===== config.mk =====
export PLATFORM = sky130hd
export DESIGN_NAME = spi_bus_arbiter
export DESIGN_NICKNAME = d
export VERILOG_FILES = /design/src/rtl/spi_bus_arbiter_pkg.sv /design/src/rtl/spi_settle_timer.sv /design/src/rtl/spi_bus_arbiter.sv
export SDC_FILE = /design/constraint.sdc
export NUM_CORES = 1
export LEC_CHECK = 0
export BUFFER_PORTS_ARGS = -buffer_cell sky130_fd_sc_hd__buf_2
export CORE_MARGIN = 2
export CORE_UTILIZATION = 50
export CTS_CLUSTER_SIZE = 16
export DETAILED_ROUTE_END_ITERATION = 16
export HOLD_SLACK_MARGIN = 0.06
export PLACE_DENSITY = 0.85
export SETUP_SLACK_MARGIN = 0.2
export SKIP_LAST_GASP = 1
export SLEW_MARGIN = 20
export SYNTH_ARGS = -nofsm -noshare
export SYNTH_HDL_FRONTEND = slang
export SYNTH_SLANG_ARGS = --single-unit

===== constraint.sdc =====
create_clock -name clock -period 4.5 [get_ports clock]
set_clock_uncertainty 0.15 [all_clocks]
set_input_delay 0 -clock clock [delete_from_list [all_inputs] [get_ports clock]]
set_output_delay 0 -clock clock [all_outputs]
set_load 0.01 [all_outputs]

===== src/rtl/spi_bus_arbiter_pkg.sv =====
// Shared definitions for the chirp SPI arbiter and the VCO/DAC word sequencers:
// FSM encoding, device selects and the fixed per-device transfer settings.
package spi_bus_arbiter_pkg;

    typedef enum logic [2:0] {
        ST_IDLE,
        ST_LAUNCH,
        ST_WAIT_BUSY,
        ST_WAIT_DONE,
        ST_SETTLE
    } arb_state_t;

    localparam logic        DEV_VCO      = 1'b1;
    localparam logic        DEV_DAC      = 1'b0;
    localparam logic [5:0]  VCO_NUM_BITS = 6'd32;
    localparam logic [5:0]  DAC_NUM_BITS = 6'd24;
    localparam logic [31:0] VCO_SCLK_DIV = 32'd4;

    localparam logic [1:0]  GRANT_NONE   = 2'b00;
    localparam logic [1:0]  GRANT_VCO    = 2'b10;
    localparam logic [1:0]  GRANT_DAC    = 2'b01;

    // Counter width able to hold 0..n-1, never narrower than one bit.
    function automatic int unsigned cnt_width(input int unsigned n);
        return (n > 1) ? $clog2(n) : 1;
    endfunction

endpackage


===== src/rtl/spi_settle_timer.sv =====
// One-shot VCO lock hold-off timer: i_load starts a count 0..SETTLE_CYCLES-1,
// o_done is high in the final counted cycle.
module spi_settle_timer
    import spi_bus_arbiter_pkg::*;
#(
    parameter int unsigned SETTLE_CYCLES = 12000
) (
    input  logic clock,
    input  logic reset,
    input  logic i_load,
    output logic o_done
);

    localparam int unsigned   CNT_W = cnt_width(SETTLE_CYCLES);
    localparam logic [CNT_W-1:0] LAST = CNT_W'(SETTLE_CYCLES - 1);

    logic [CNT_W-1:0] r_count;
    logic             r_running;

    always_ff @(posedge clock) begin
        if (reset) begin
            r_count   <= '0;
            r_running <= 1'b0;
        end else if (i_load) begin
            r_count   <= '0;
            r_running <= 1'b1;
        end else if (r_running) begin
            if (r_count == LAST) begin
                r_running <= 1'b0;
            end else begin
                r_count <= r_count + CNT_W'(1);
            end
        end
    end

    assign o_done = r_running && (r_count == LAST);

endmodule


===== src/rtl/spi_bus_arbiter.sv =====
// Arbitrates the shared chirp_spi_core between the VCO programmer and the DAC
// chirp generator, with VCO priority, a VCO burst cap and post-VCO lock settling.
module spi_bus_arbiter
    import spi_bus_arbiter_pkg::*;
#(
    parameter int unsigned SETTLE_CYCLES = 12000,
    parameter int unsigned MAX_VCO_BURST = 8,
    parameter int unsigned BUSY_TIMEOUT  = 4
) (
    input  logic        clock,
    input  logic        reset,
    input  logic        vco_req,
    input  logic [31:0] vco_data,
    input  logic        vco_settle,
    output logic        vco_ack,
    input  logic        dac_req,
    input  logic [31:0] dac_data,
    input  logic [31:0] dac_sclk_divider,
    output logic        dac_ack,
    output logic        core_start_tr,
    output logic        core_device,
    output logic [5:0]  core_num_bits,
    output logic [31:0] core_sclk_divider,
    output logic [31:0] core_set_data,
    input  logic        core_ready,
    output logic [1:0]  grant,
    output logic        settling,
    output logic        xfer_err
);

    localparam int unsigned BURST_W = cnt_width(MAX_VCO_BURST + 1);
    localparam int unsigned BUSY_W  = cnt_width(BUSY_TIMEOUT);
    localparam logic [BURST_W-1:0] BURST_MAX = BURST_W'(MAX_VCO_BURST);
    localparam logic [BUSY_W-1:0]  BUSY_LAST = BUSY_W'(BUSY_TIMEOUT - 1);

    arb_state_t         r_state;
    logic [BURST_W-1:0] r_vco_burst;
    logic [BUSY_W-1:0]  r_busy_cnt;
    logic               r_settle_pend;
    logic [1:0]         r_grant;
    logic               r_core_start_tr;
    logic               r_core_device;
    logic [5:0]         r_core_num_bits;
    logic [31:0]        r_core_sclk_divider;
    logic [31:0]        r_core_set_data;
    logic               r_vco_ack;
    logic               r_dac_ack;
    logic               r_settling;
    logic               r_xfer_err;

    logic w_vco_win;
    logic w_dac_win;
    logic w_arb_ok;
    logic w_timeout;
    logic w_complete;
    logic w_settle_load;
    logic w_settle_done;

    // The ack cycle is skipped for arbitration: the requester only sees its ack
    // then, so a still-high req there is the word that just finished.
    assign w_arb_ok   = (r_state == ST_IDLE) && !(r_vco_ack || r_dac_ack);
    assign w_vco_win  = vco_req && (!dac_req || (r_vco_burst < BURST_MAX));
    assign w_dac_win  = dac_req && !w_vco_win;
    assign w_timeout  = (r_state == ST_WAIT_BUSY) && core_ready && (r_busy_cnt == BUSY_LAST);
    assign w_complete = w_timeout || ((r_state == ST_WAIT_DONE) && core_ready);
    assign w_settle_load = w_complete && r_settle_pend;

    spi_settle_timer #(
        .SETTLE_CYCLES (SETTLE_CYCLES)
    ) u_settle_timer (
        .clock  (clock),
        .reset  (reset),
        .i_load (w_settle_load),
        .o_done (w_settle_done)
    );

    // NOTE: state and every output are flops in this one block, assigned with <=,
    // so grant, core fields and start pulse all change on the same edge.
    always_ff @(posedge clock) begin
        if (reset) begin
            r_state             <= ST_IDLE;
            r_vco_burst         <= '0;
            r_busy_cnt          <= '0;
            r_settle_pend       <= 1'b0;
            r_grant             <= GRANT_NONE;
            r_core_start_tr     <= 1'b0;
            r_core_device       <= 1'b0;
            r_core_num_bits     <= '0;
            r_core_sclk_divider <= '0;
            r_core_set_data     <= '0;
            r_vco_ack           <= 1'b0;
            r_dac_ack           <= 1'b0;
            r_settling          <= 1'b0;
            r_xfer_err          <= 1'b0;
        end else begin
            r_core_start_tr <= 1'b0;
            r_vco_ack       <= 1'b0;
            r_dac_ack       <= 1'b0;

            case (r_state)
                ST_IDLE: begin
                    if (!vco_req) begin
                        r_vco_burst <= '0;
                    end
                    if (w_arb_ok && w_vco_win) begin
                        r_grant             <= GRANT_VCO;
                        r_core_device       <= DEV_VCO;
                        r_core_num_bits     <= VCO_NUM_BITS;
                        r_core_sclk_divider <= VCO_SCLK_DIV;
                        r_core_set_data     <= vco_data;
                        r_settle_pend       <= vco_settle;
                        r_core_start_tr     <= 1'b1;
                        r_state             <= ST_LAUNCH;
                        if (r_vco_burst != BURST_MAX) begin
                            r_vco_burst <= r_vco_burst + BURST_W'(1);
                        end
                    end else if (w_arb_ok && w_dac_win) begin
                        r_grant             <= GRANT_DAC;
                        r_core_device       <= DEV_DAC;
                        r_core_num_bits     <= DAC_NUM_BITS;
                        r_core_sclk_divider <= dac_sclk_divider;
                        r_core_set_data     <= dac_data;
                        r_settle_pend       <= 1'b0;
                        r_core_start_tr     <= 1'b1;
                        r_state             <= ST_LAUNCH;
                        r_vco_burst         <= '0;
                    end
                end
                ST_LAUNCH: begin
                    r_busy_cnt <= '0;
                    r_state    <= ST_WAIT_BUSY;
                end
                ST_WAIT_BUSY: begin
                    if (!core_ready) begin
                        r_state <= ST_WAIT_DONE;
                    end else if (w_timeout) begin
                        r_xfer_err <= 1'b1;
                    end else begin
                        r_busy_cnt <= r_busy_cnt + BUSY_W'(1);
                    end
                end
                ST_WAIT_DONE: begin
                    r_state <= ST_WAIT_DONE;
                end
                ST_SETTLE: begin
                    if (w_settle_done) begin
                        r_settling <= 1'b0;
                        r_state    <= ST_IDLE;
                    end
                end
                default: begin
                    r_state <= ST_IDLE;
                end
            endcase

            // Normal completion and busy timeout share one ack path.
            if (w_complete) begin
                r_vco_ack  <= (r_grant == GRANT_VCO);
                r_dac_ack  <= (r_grant == GRANT_DAC);
                r_grant    <= GRANT_NONE;
                r_settling <= r_settle_pend;
                r_state    <= r_settle_pend ? ST_SETTLE : ST_IDLE;
            end
        end
    end

    assign vco_ack           = r_vco_ack;
    assign dac_ack           = r_dac_ack;
    assign core_start_tr     = r_core_start_tr;
    assign core_device       = r_core_device;
    assign core_num_bits     = r_core_num_bits;
    assign core_sclk_divider = r_core_sclk_divider;
    assign core_set_data     = r_core_set_data;
    assign grant             = r_grant;
    assign settling          = r_settling;
    assign xfer_err          = r_xfer_err;

endmodule


* Yosys cells after proc, flatten, opt, wreduce, memory -nomap -nowiden *
Index checks and enable logic that the tools add are counted.

word-level totals
  register bits = 103
  input port bits = 102
  logic and storage cells = 101

operators by class
  bitwise logic cells = 3
  muxes and demuxes = 33
  $add $sub $neg = 3
  magnitude comparators = 1
  equality and inequality tests = 14
  reduce and logical (&&, ||, !) cells = 31

operators with widths
  cell                                                    count
  2-to-1 mux 32 bit                                       4
  2-to-1 mux 3 bit                                        6
  2-to-1 mux 4 bit                                        4
  one-hot mux 3 bit (5 select lines)                      1
  adder 14 x 1 -> 14 bit (second input constant)          1
  equality test 14 bit (second input constant)            1
  2-to-1 mux 6 bit                                        2
  2-to-1 mux 1 bit                                        11
  logical AND 1 bit                                       10
  AND reduction 3 bit                                     3
  2-to-1 mux 2 bit                                        4
  nonzero test 2 bit                                      4
  OR reduction 2 bit                                      4
  equality test 3 x 2 -> 1 bit (second input constant)    2
  AND reduction 2 bit                                     3
  adder 4 x 1 -> 4 bit (second input constant)            1
  equality test 2 bit (second input constant)             2
  less-than comparator 4 bit (second input constant)      1
  inequality test 2 bit (second input constant)           2
  inequality test 4 x 2 -> 1 bit (second input constant)  1
  inequality test 4 bit (second input constant)           1
  one-hot mux 2 bit (2 select lines)                      1
  equality test 3 x 1 -> 1 bit (second input constant)    1
  equality test 3 bit (second input constant)             1
  8 further kinds                                         14

* Logic depth before layout (Yosys ltp) *
Gate-level depths: netlist (run 1).

  depth after elaboration = 10
  depth in mapped cells = 7

* Hierarchy *
From an unflattened synthesis (run 1), not the netlist that was laid out.

second synthesis, totals
  cells, all modules = 378
  area total of the unflattened synthesis = 3938.8 um^2

modules (own cells, without submodules)
  module            area each (um^2)  sequential area each (um^2)  cells an instance  instances
  spi_bus_arbiter   3161.8            1661.6                       291                1
  spi_settle_timer  777.0             300.3                        87                 1

* Worst setup path before layout (run 1) *
No wires, ideal clock.

  path kind = flip-flop to flip-flop
  start point = register r_state[0]
  end point = register r_vco_burst[2]
  buffers on the path = 1
  required time = 4.283 ns
  cell stages (with the launch flop) = 6
  slack = 2.789 ns
  arrival time = 1.494 ns
  path through = dfxtp_1 -> or3_4 -> nor3b_4 -> buf_6 -> nand4_1 -> o21ai_2

on the way
  longest elaborated chain between the ends = 5

ends and longest elaborated chain
  element                 line                                           RTL
  from (decl)             spi_bus_arbiter.sv:36                          arb_state_t r_state;
  from (signal assigned)  spi_bus_arbiter.sv:162                         r_state <= r_settle_pend ? ST_SETTLE : ST_IDLE;
  logical NOT 3 bit (*)   spi_bus_arbiter.sv:61, spi_bus_arbiter.sv:100
  logical AND 1 bit       spi_bus_arbiter.sv:61                          assign w_arb_ok = (r_state == ST_IDLE) && !(r_vco_ack || r_dac_ack);
  logical AND 1 bit       spi_bus_arbiter.sv:117                         end else if (w_arb_ok && w_dac_win) begin
  2-to-1 mux 4 bit        spi_bus_arbiter.sv:117
  2-to-1 mux 4 bit        spi_bus_arbiter.sv:105                         if (w_arb_ok && w_vco_win) begin
  to (signal assigned)    spi_bus_arbiter.sv:115                         r_vco_burst <= r_vco_burst + BURST_W'(1);
  to (decl)               spi_bus_arbiter.sv:37                          logic [BURST_W-1:0] r_vco_burst;

Mark *: on every way between the ends. The rest lies on a longest branch, timed or not.
A chain may end at the register's enable or synchronous reset.

* Worst setup path in the final report (run 1) *
  start point = register r_state[0]
  end point = register r_core_set_data[3], in the netlist core_set_data[3]

on the way
  longest elaborated chain between the ends = 5

ends and longest elaborated chain
  element                                      line                                            RTL
  logical NOT 3 bit (*)                        spi_bus_arbiter.sv:61, spi_bus_arbiter.sv:100
  logical AND 1 bit                            spi_bus_arbiter.sv:61
  logical AND 1 bit, on equally long branches  spi_bus_arbiter.sv:105, spi_bus_arbiter.sv:117
  nonzero test 2 bit (no line)                 n/a
  AND reduction 2 bit (no line)                n/a
  to (signal assigned)                         spi_bus_arbiter.sv:110                          r_core_set_data <= vco_data;
  to (signal assigned)                         spi_bus_arbiter.sv:122                          r_core_set_data <= dac_data;
  to (decl)                                    spi_bus_arbiter.sv:45                           logic [31:0] r_core_set_data;

Marked as above.

==> results of run 1 <==
registers in the layout (all words and copies together), names as in the netlist, 2 cells and up:
register and count:
core_num_bits 2, r_state 3, u_settle_timer.r_count 14, core_sclk_divider 32, grant 2, r_vco_burst 4
r_busy_cnt 2, core_set_data 32
synth_stat cells, types with 2 or more instances:
library cell	instances	share of area
sky130_fd_sc_hd__or3_1	8	0.013
sky130_fd_sc_hd__clkbuf_1	13	0.013
sky130_fd_sc_hd__dfxtp_1	98	0.51
sky130_fd_sc_hd__a211oi_1	2	0.0039
sky130_fd_sc_hd__ha_1	4	0.013
sky130_fd_sc_hd__a31oi_1	4	0.0065
sky130_fd_sc_hd__nor3_1	5	0.0065
sky130_fd_sc_hd__and4b_1	2	0.0052
sky130_fd_sc_hd__a21oi_1	18	0.023
sky130_fd_sc_hd__nand3_1	8	0.010
sky130_fd_sc_hd__buf_2	9	0.012
sky130_fd_sc_hd__buf_4	5	0.0097
sky130_fd_sc_hd__nand2_1	13	0.013
sky130_fd_sc_hd__or4_1	4	0.0078
sky130_fd_sc_hd__buf_6	3	0.0088
sky130_fd_sc_hd__o211ai_1	3	0.0058
sky130_fd_sc_hd__xor2_1	2	0.0045
sky130_fd_sc_hd__nor4b_1	2	0.0045
sky130_fd_sc_hd__nand4_1	4	0.0065
sky130_fd_sc_hd__nor4_1	2	0.0032
sky130_fd_sc_hd__nor4_2	2	0.0065
sky130_fd_sc_hd__nor2_1	45	0.044
sky130_fd_sc_hd__o21ai_0	11	0.014
sky130_fd_sc_hd__nor2b_1	3	0.0049
sky130_fd_sc_hd__xnor2_1	2	0.0045
sky130_fd_sc_hd__nand2b_1	2	0.0032
sky130_fd_sc_hd__a22oi_1	32	0.062
sky130_fd_sc_hd__a222oi_1	32	0.083
sky130_fd_sc_hd__and4_1	2	0.0045
sky130_fd_sc_hd__inv_1	41	0.040
worst max-delay path, delay by kind of cell, from the launching register on:
| kind | cells | cell delay (ns) |
|---|---|---|
| buffers and inverters | 3 | 1.11 |
| AO/OA/AOI/OAI | 1 | 0.19 |
| AND/OR/NAND/NOR | 2 | 0.99 |
| flip-flops | 1 | 0.38 |
worst paths after layout:
| check | from | cells after the start | to | slack (ns) |
|---|---|---|---|---|
| worst max-delay path | r_state[0]$_SDFFE_PP0P_ | 6 | core_set_data[3]$_SDFFE_PP0P_ | 1.63 |
| worst min register to register | xfer_err$_SDFFE_PP0P_ | 2 | xfer_err$_SDFFE_PP0P_ | 0.33 |
| worst min-delay path | reset | 2 | core_sclk_divider[8]$_SDFFE_PP0P_ | 0.10 |
| worst max register to register | r_state[0]$_SDFFE_PP0P_ | 6 | core_set_data[3]$_SDFFE_PP0P_ | 1.63 |
layout make-up:
type / count / area (um^2) / share of cell area
Antenna cell: 2 / 5.00 / 0.000840
Clock buffer: 11 / 131 / 0.0221
Clock inverter: 5 / 78.8 / 0.0132
Inverter: 42 / 158 / 0.0265
Multi-Input combinational cell: 237 / 1580 / 0.266
Sequential cell: 98 / 1960 / 0.329
Tap cell: 102 / 128 / 0.0214
Timing Repair Buffer: 280 / 1910 / 0.321
metal layers:
layer	up-vias	track usage	wire length [um]
met3	56	0.0740	1190
met4	0	0.183	636
met5	-	0	0
met2	263	0.555	6770
met1	2035	0.325	4860
li1	2012	-	-
repair_timing:
item | in CTS | in global routing
buffers inserted | 0 | 0
hold endpoints to repair | 72 | 0
hold buffers | 100 | 0
stage by stage:
stage,instance area [um^2],std cells
after floorplan,3860,407
after global placement,4740,659
after detailed placement,4740,659
after CTS,5950,775
after global routing,5960,777
final,5960,777
where the power goes:
group          leakage (uW)  total [uW]  internal, uW  switching [uW]
Combinational       0.00187         406           205             200
Clock              0.000107         602           313             289
Sequential         0.000799         963           923            40.3
cell families after synthesis:
group,synth area share
other,0.000973
AOI/OAI and AO/OA,0.226
xor gates and xnor gates,0.00910
buffers and inverters,0.0838
adders and majority gates,0.0130
DFF,0.509
and+or+nand+nor,0.158
==> reports/metrics.cfg, run 1 <==
[status]
status=finished, final reports clean

[detailed_routing]
post_drt_via_cell_ratio=5.62
wire_per_inst_um=17.3
detail_route.iter0.violations=399
drcViolationCount=0
vias=4366
drtPass1Iterations=8
antenna_violation_net_count_after_detailed_routing=0
routed_wl_um=13400

[clock_network]
tritoncts_num_sinks=98
htree_depth=3
clockBufferDepth=2
path_clk_slew_ns=0.09
postCtsResizedCells=0
clock_tree.root_cell=sky130_fd_sc_hd__clkbuf_8
tritoncts.num_buffers=9
tritoncts=built
clock_insertion_delay_worst_skew_ns=0.36

[finish]
finish.net_count=774
fillCellCount=460
leading_cell_types_in_the_layout_fill_and_taps_excluded=176 x sky130_fd_sc_hd__buf_2, 100 x sky130_fd_sc_hd__dlygate4sd3_1, 98 x sky130_fd_sc_hd__dfxtp_1
layout.cells.most_common=sky130_fd_sc_hd__buf_2
final_util=0.783
share_of_final_layout_standard_cells_stronger_than_drive_strength_1=0.306
area_growth_pct=54.6

[place]
detailedPlacementHpwl_um=7090
place.port_buffers=176
place_congestion=0.842
dp_worst_setup_slack_ns=2.22

[worst_setup_path]
worst_path_max_delay_cell=sky130_fd_sc_hd__dlygate4sd3_1
timing.critical_path.slowest_cell_delay_ns=0.65
critical_path_peak_fanout=24
cp_cell_sequence=or3_4, nor3b_4, buf_4, a222oi_1, dlygate4sd3_1, inv_1
timing.critical_path.required_ns=4.66
timing.critical_path.to_type=register
arrival_time_worst_endpoint_ns=3.03
critPathLaunchType=register
category_of_the_most_critical_setup_path=register to register

[synthesis]
synth_enable_flop_cells=0
yosysUniqueCellTypes=54
synth_warnings=0
netlist_instances=405
yosys_most_used_dff=sky130_fd_sc_hd__dfxtp_1
post_synth_instance_area_um2=3850
postSynth.asyncResetShare=0
synth_seq_cells=98
synth.avg_cell_area_um2=9.51
yosysSeqAreaShare=0.509

[die]
core_area_um2=7610
die-width_um=91.8
initial_core_util=0.506
die_area_um2=8420
io_pins=180
rows=32
die_height_um=91.8

[timing]
timing.final.setup_violations=0
min_clock_period_post_route_ns=2.87
achievable-frequency_mhz=348
pnr_worst_setup_slack_ns=1.63
timing.final.crit_share=0.638
finalSetupTns_ns=0
worst_hold_slack_ns=0.103
transition_time_at_the_pin_with_the_least_slew_margin_ns=0.923
final_max_slew_viol_count=0
rsz0062_at_grt=false
slew_headroom=0.384
final-hold-violation-count=0

[power_and_ir_drop]
power.density_nw_per_um2=331
ir_drop_mv=0.181
overall_power_uw=1970
p_leak_uw=0.00278

[worst_hold_path]
hp-class=input port to register

[global_route]
globalRouteTotalUtil=0.308
global_route_wire_length_before_repair_um=20700
maximum_number_of_pins_on_one_net_before_global_route_repair=55
grt-ovfl-total=0
antenna_found_initial=2
via_count_of_the_first_global_routing_pass=4297

[flow_run]
timing.max_cap.violations=0

Note: power is estimated with default switching activity, not from simulation.
==> inputs of run 2 (changes only) <==
Settings changed: CORE_UTILIZATION 50 to 42, PLACE_DENSITY 0.85 to 0.76.
Clock period 4.5 ns to 2.3 ns, I/O delays scaled along.
==> reports/metrics.cfg, run 2 (synthesis results as in run 1) <==
[status]
status=finished, final reports clean  ; unchanged

[worst_setup_path]
category_of_the_most_critical_setup_path=register to register  ; unchanged
timing.rr.end=core_set_data[16]$_SDFFE_PP0P_  ; was core_set_data[3]$_SDFFE_PP0P_
cp_top_family=simple AND/OR/NAND/NOR gates  ; was buffers and inverters
path_depth=5  ; was 6
regToRegSetupSlack_ns=0.39  ; was 1.63 ns
timing.critical_path.slowest_cell_delay_ns=0.44  ; was 0.65 ns
timing.critical_path.required_ns=2.46  ; was 4.66 ns
critPathLaunchType=register  ; unchanged
worst_path_max_delay_cell=sky130_fd_sc_hd__or3_4  ; was sky130_fd_sc_hd__dlygate4sd3_1
worst_setup_path_endpoint=core_set_data[16]$_SDFFE_PP0P_  ; was core_set_data[3]$_SDFFE_PP0P_
timing.critical_path.to_type=register  ; unchanged
worst_r2r_path_depth=5  ; was 6
timing.critical_path.buf_inv=2  ; was 3
crit-reg2reg-launch=r_state[0]$_SDFFE_PP0P_  ; unchanged
crit_start=r_state[0]$_SDFFE_PP0P_  ; unchanged
critical_path_peak_fanout=17  ; was 24
arrival_time_worst_endpoint_ns=2.06  ; was 3.03 ns
cp_cell_sequence=or3_4, nor3b_4, buf_4, a222oi_1, inv_1  ; was or3_4, nor3b_4, buf_4, a222oi_1, dlygate4sd3_1, inv_1

[timing]
final_max_slew_viol_count=0  ; unchanged
rsz0062_at_grt=false  ; unchanged
timing.final.crit_share=0.829  ; was 0.638
final-hold-violation-count=0  ; unchanged
transition_time_at_the_pin_with_the_least_slew_margin_ns=0.546  ; was 0.923 ns
worst_hold_slack_ns=0.251  ; was 0.103 ns
slew_headroom=0.633  ; was 0.384
finalSetupTns_ns=0  ; unchanged
timing.final.setup_violations=0  ; unchanged
achievable-frequency_mhz=524  ; was 348 MHz
min_clock_period_post_route_ns=1.91  ; was 2.87 ns

[finish]
share_of_final_layout_standard_cells_stronger_than_drive_strength_1=0.314  ; was 0.306
stdcell_count=790  ; was 777
fillCellCount=652  ; was 460
leading_cell_types_in_the_layout_fill_and_taps_excluded=176 x sky130_fd_sc_hd__buf_2, 102 x sky130_fd_sc_hd__dlygate4sd3_1, 98 x sky130_fd_sc_hd__dfxtp_1  ; was 176 x sky130_fd_sc_hd__buf_2, 100 x sky130_fd_sc_hd__dlygate4sd3_1, 98 x sky130_fd_sc_hd__dfxtp_1
final_util=0.683  ; was 0.783
antenna-diode-count=0  ; was 2
finish.net_count=783  ; was 774
layout.cells.most_common=sky130_fd_sc_hd__buf_2  ; unchanged
area_growth_pct=56.1  ; was 54.6%

[die]
core_area_um2=8810  ; was 7610 um^2
rows=34  ; was 32
die-width_um=99.8  ; was 91.8 um
die_height_um=99.8  ; was 91.8 um
initial_core_util=0.437  ; was 0.506
die_area_um2=9960  ; was 8420 um^2
io_pins=180  ; unchanged

[detailed_routing]
drtPass1Iterations=7  ; was 8
detail_route.iter0.violations=276  ; was 399
drcViolationCount=0  ; unchanged
post_drt_via_cell_ratio=5.42  ; was 5.62
routed_wl_um=12600  ; was 13400 um
vias=4281  ; was 4366
antenna_violation_net_count_after_detailed_routing=0  ; unchanged
wire_per_inst_um=16.0  ; was 17.3 um

[clock_network]
clock_insertion_delay_worst_skew_ns=0.36  ; about the same
path_clk_slew_ns=0.10  ; was 0.09 ns
cts_setup_buffers=0  ; unchanged
tritoncts_num_sinks=98  ; unchanged
tritoncts.num_buffers=9  ; unchanged
clock_tree.root_cell=sky130_fd_sc_hd__clkbuf_8  ; unchanged
clockBufferDepth=2  ; unchanged
htree_depth=3  ; unchanged
tritoncts=built  ; unchanged

[global_route]
antenna_found_initial=0  ; was 2
via_count_of_the_first_global_routing_pass=4289  ; was 4297
grt-ovfl-total=0  ; unchanged
globalRouteTotalUtil=0.247  ; was 0.308
global_route_wire_length_before_repair_um=19900  ; was 20700 um
maximum_number_of_pins_on_one_net_before_global_route_repair=38  ; was 55

[flow_run]
timing.max_cap.violations=0  ; unchanged

[worst_hold_path]
hp-class=input port to register  ; unchanged

[power_and_ir_drop]
overall_power_uw=3680  ; was 1970 uW
p_leak_uw=0.00288  ; was 0.00278 uW
ir_drop_mv=0.378  ; was 0.181 mV
power.density_nw_per_um2=612  ; was 331 nW/um^2

[place]
dp.cells=672  ; was 659
place_congestion=0.810  ; was 0.842
place.port_buffers=176  ; unchanged
detailedPlacementHpwl_um=7440  ; was 7090 um

==> run 2: what timing repair did <==
action,CTS,global route
hold buffers,102,0
setup endpoints to repair,0,2
resized for setup,0,1
hold endpoints to repair,75,0
==> run 2: cell type report <==
type | instances | area, um^2 | area share
Sequential cell | 98 | 1960 | 0.326
Multi-Input combinational cell | 237 | 1590 | 0.264
Timing Repair Buffer | 289 | 1980 | 0.330
Inverter | 42 | 158 | 0.0262
Clock inverter | 7 | 60.1 | 0.00999
Tap cell | 108 | 135 | 0.0225
Clock buffer | 9 | 124 | 0.0206
==> run 2: metrics by stage <==
step / setup WS (ns) / cell area, um^2
detailed placement: 0.457 / 4800
floorplan: 0.589 / 3860
finish: 0.393 / 6010
CTS: 0.427 / 6000
global route: 0.280 / 6010
global placement: 0.500 / 4800
==> run 2: worst min-delay path by stage <==
stage                      start                        endpoint  slack [ns]  depth (start not counted)
detailed placement  dac_data[15]  core_set_data[15]$_SDFFE_PP0P_        0.08                          3
finish              dac_data[28]  core_set_data[28]$_SDFFE_PP0P_        0.25                          4
global route         dac_data[3]   core_set_data[3]$_SDFFE_PP0P_        0.25                          4
floorplan            dac_data[0]   core_set_data[0]$_SDFFE_PP0P_       -0.01                          2
global placement    dac_data[31]  core_set_data[31]$_SDFFE_PP0P_        0.07                          3
CTS                  dac_data[1]   core_set_data[1]$_SDFFE_PP0P_        0.23                          4
==> run 2: layer usage <==
| metal | up-vias | wire [um] | GRT usage |
|---|---|---|---|
| met1 | 2002 | 4850 | 0.274 |
| met2 | 218 | 6460 | 0.461 |
| met4 | 0 | 280 | 0.0885 |
| met3 | 27 | 1020 | 0.0529 |
| met5 | - | 0 | 0 |
| li1 | 2034 | - | - |
==> run 2: report_power, final <==
group	switching (uW)	internal [uW]
sequential	72.8	1810
clock	647	412
combinational	365	376
total	1080	2590
==> run 2: worst min-delay path: stages <==
cell and delay, ns:
sky130_fd_sc_hd__dlygate4sd3_1 0.52, sky130_fd_sc_hd__buf_2 0.09, sky130_fd_sc_hd__a222oi_1 0.07, sky130_fd_sc_hd__inv_1 0.06
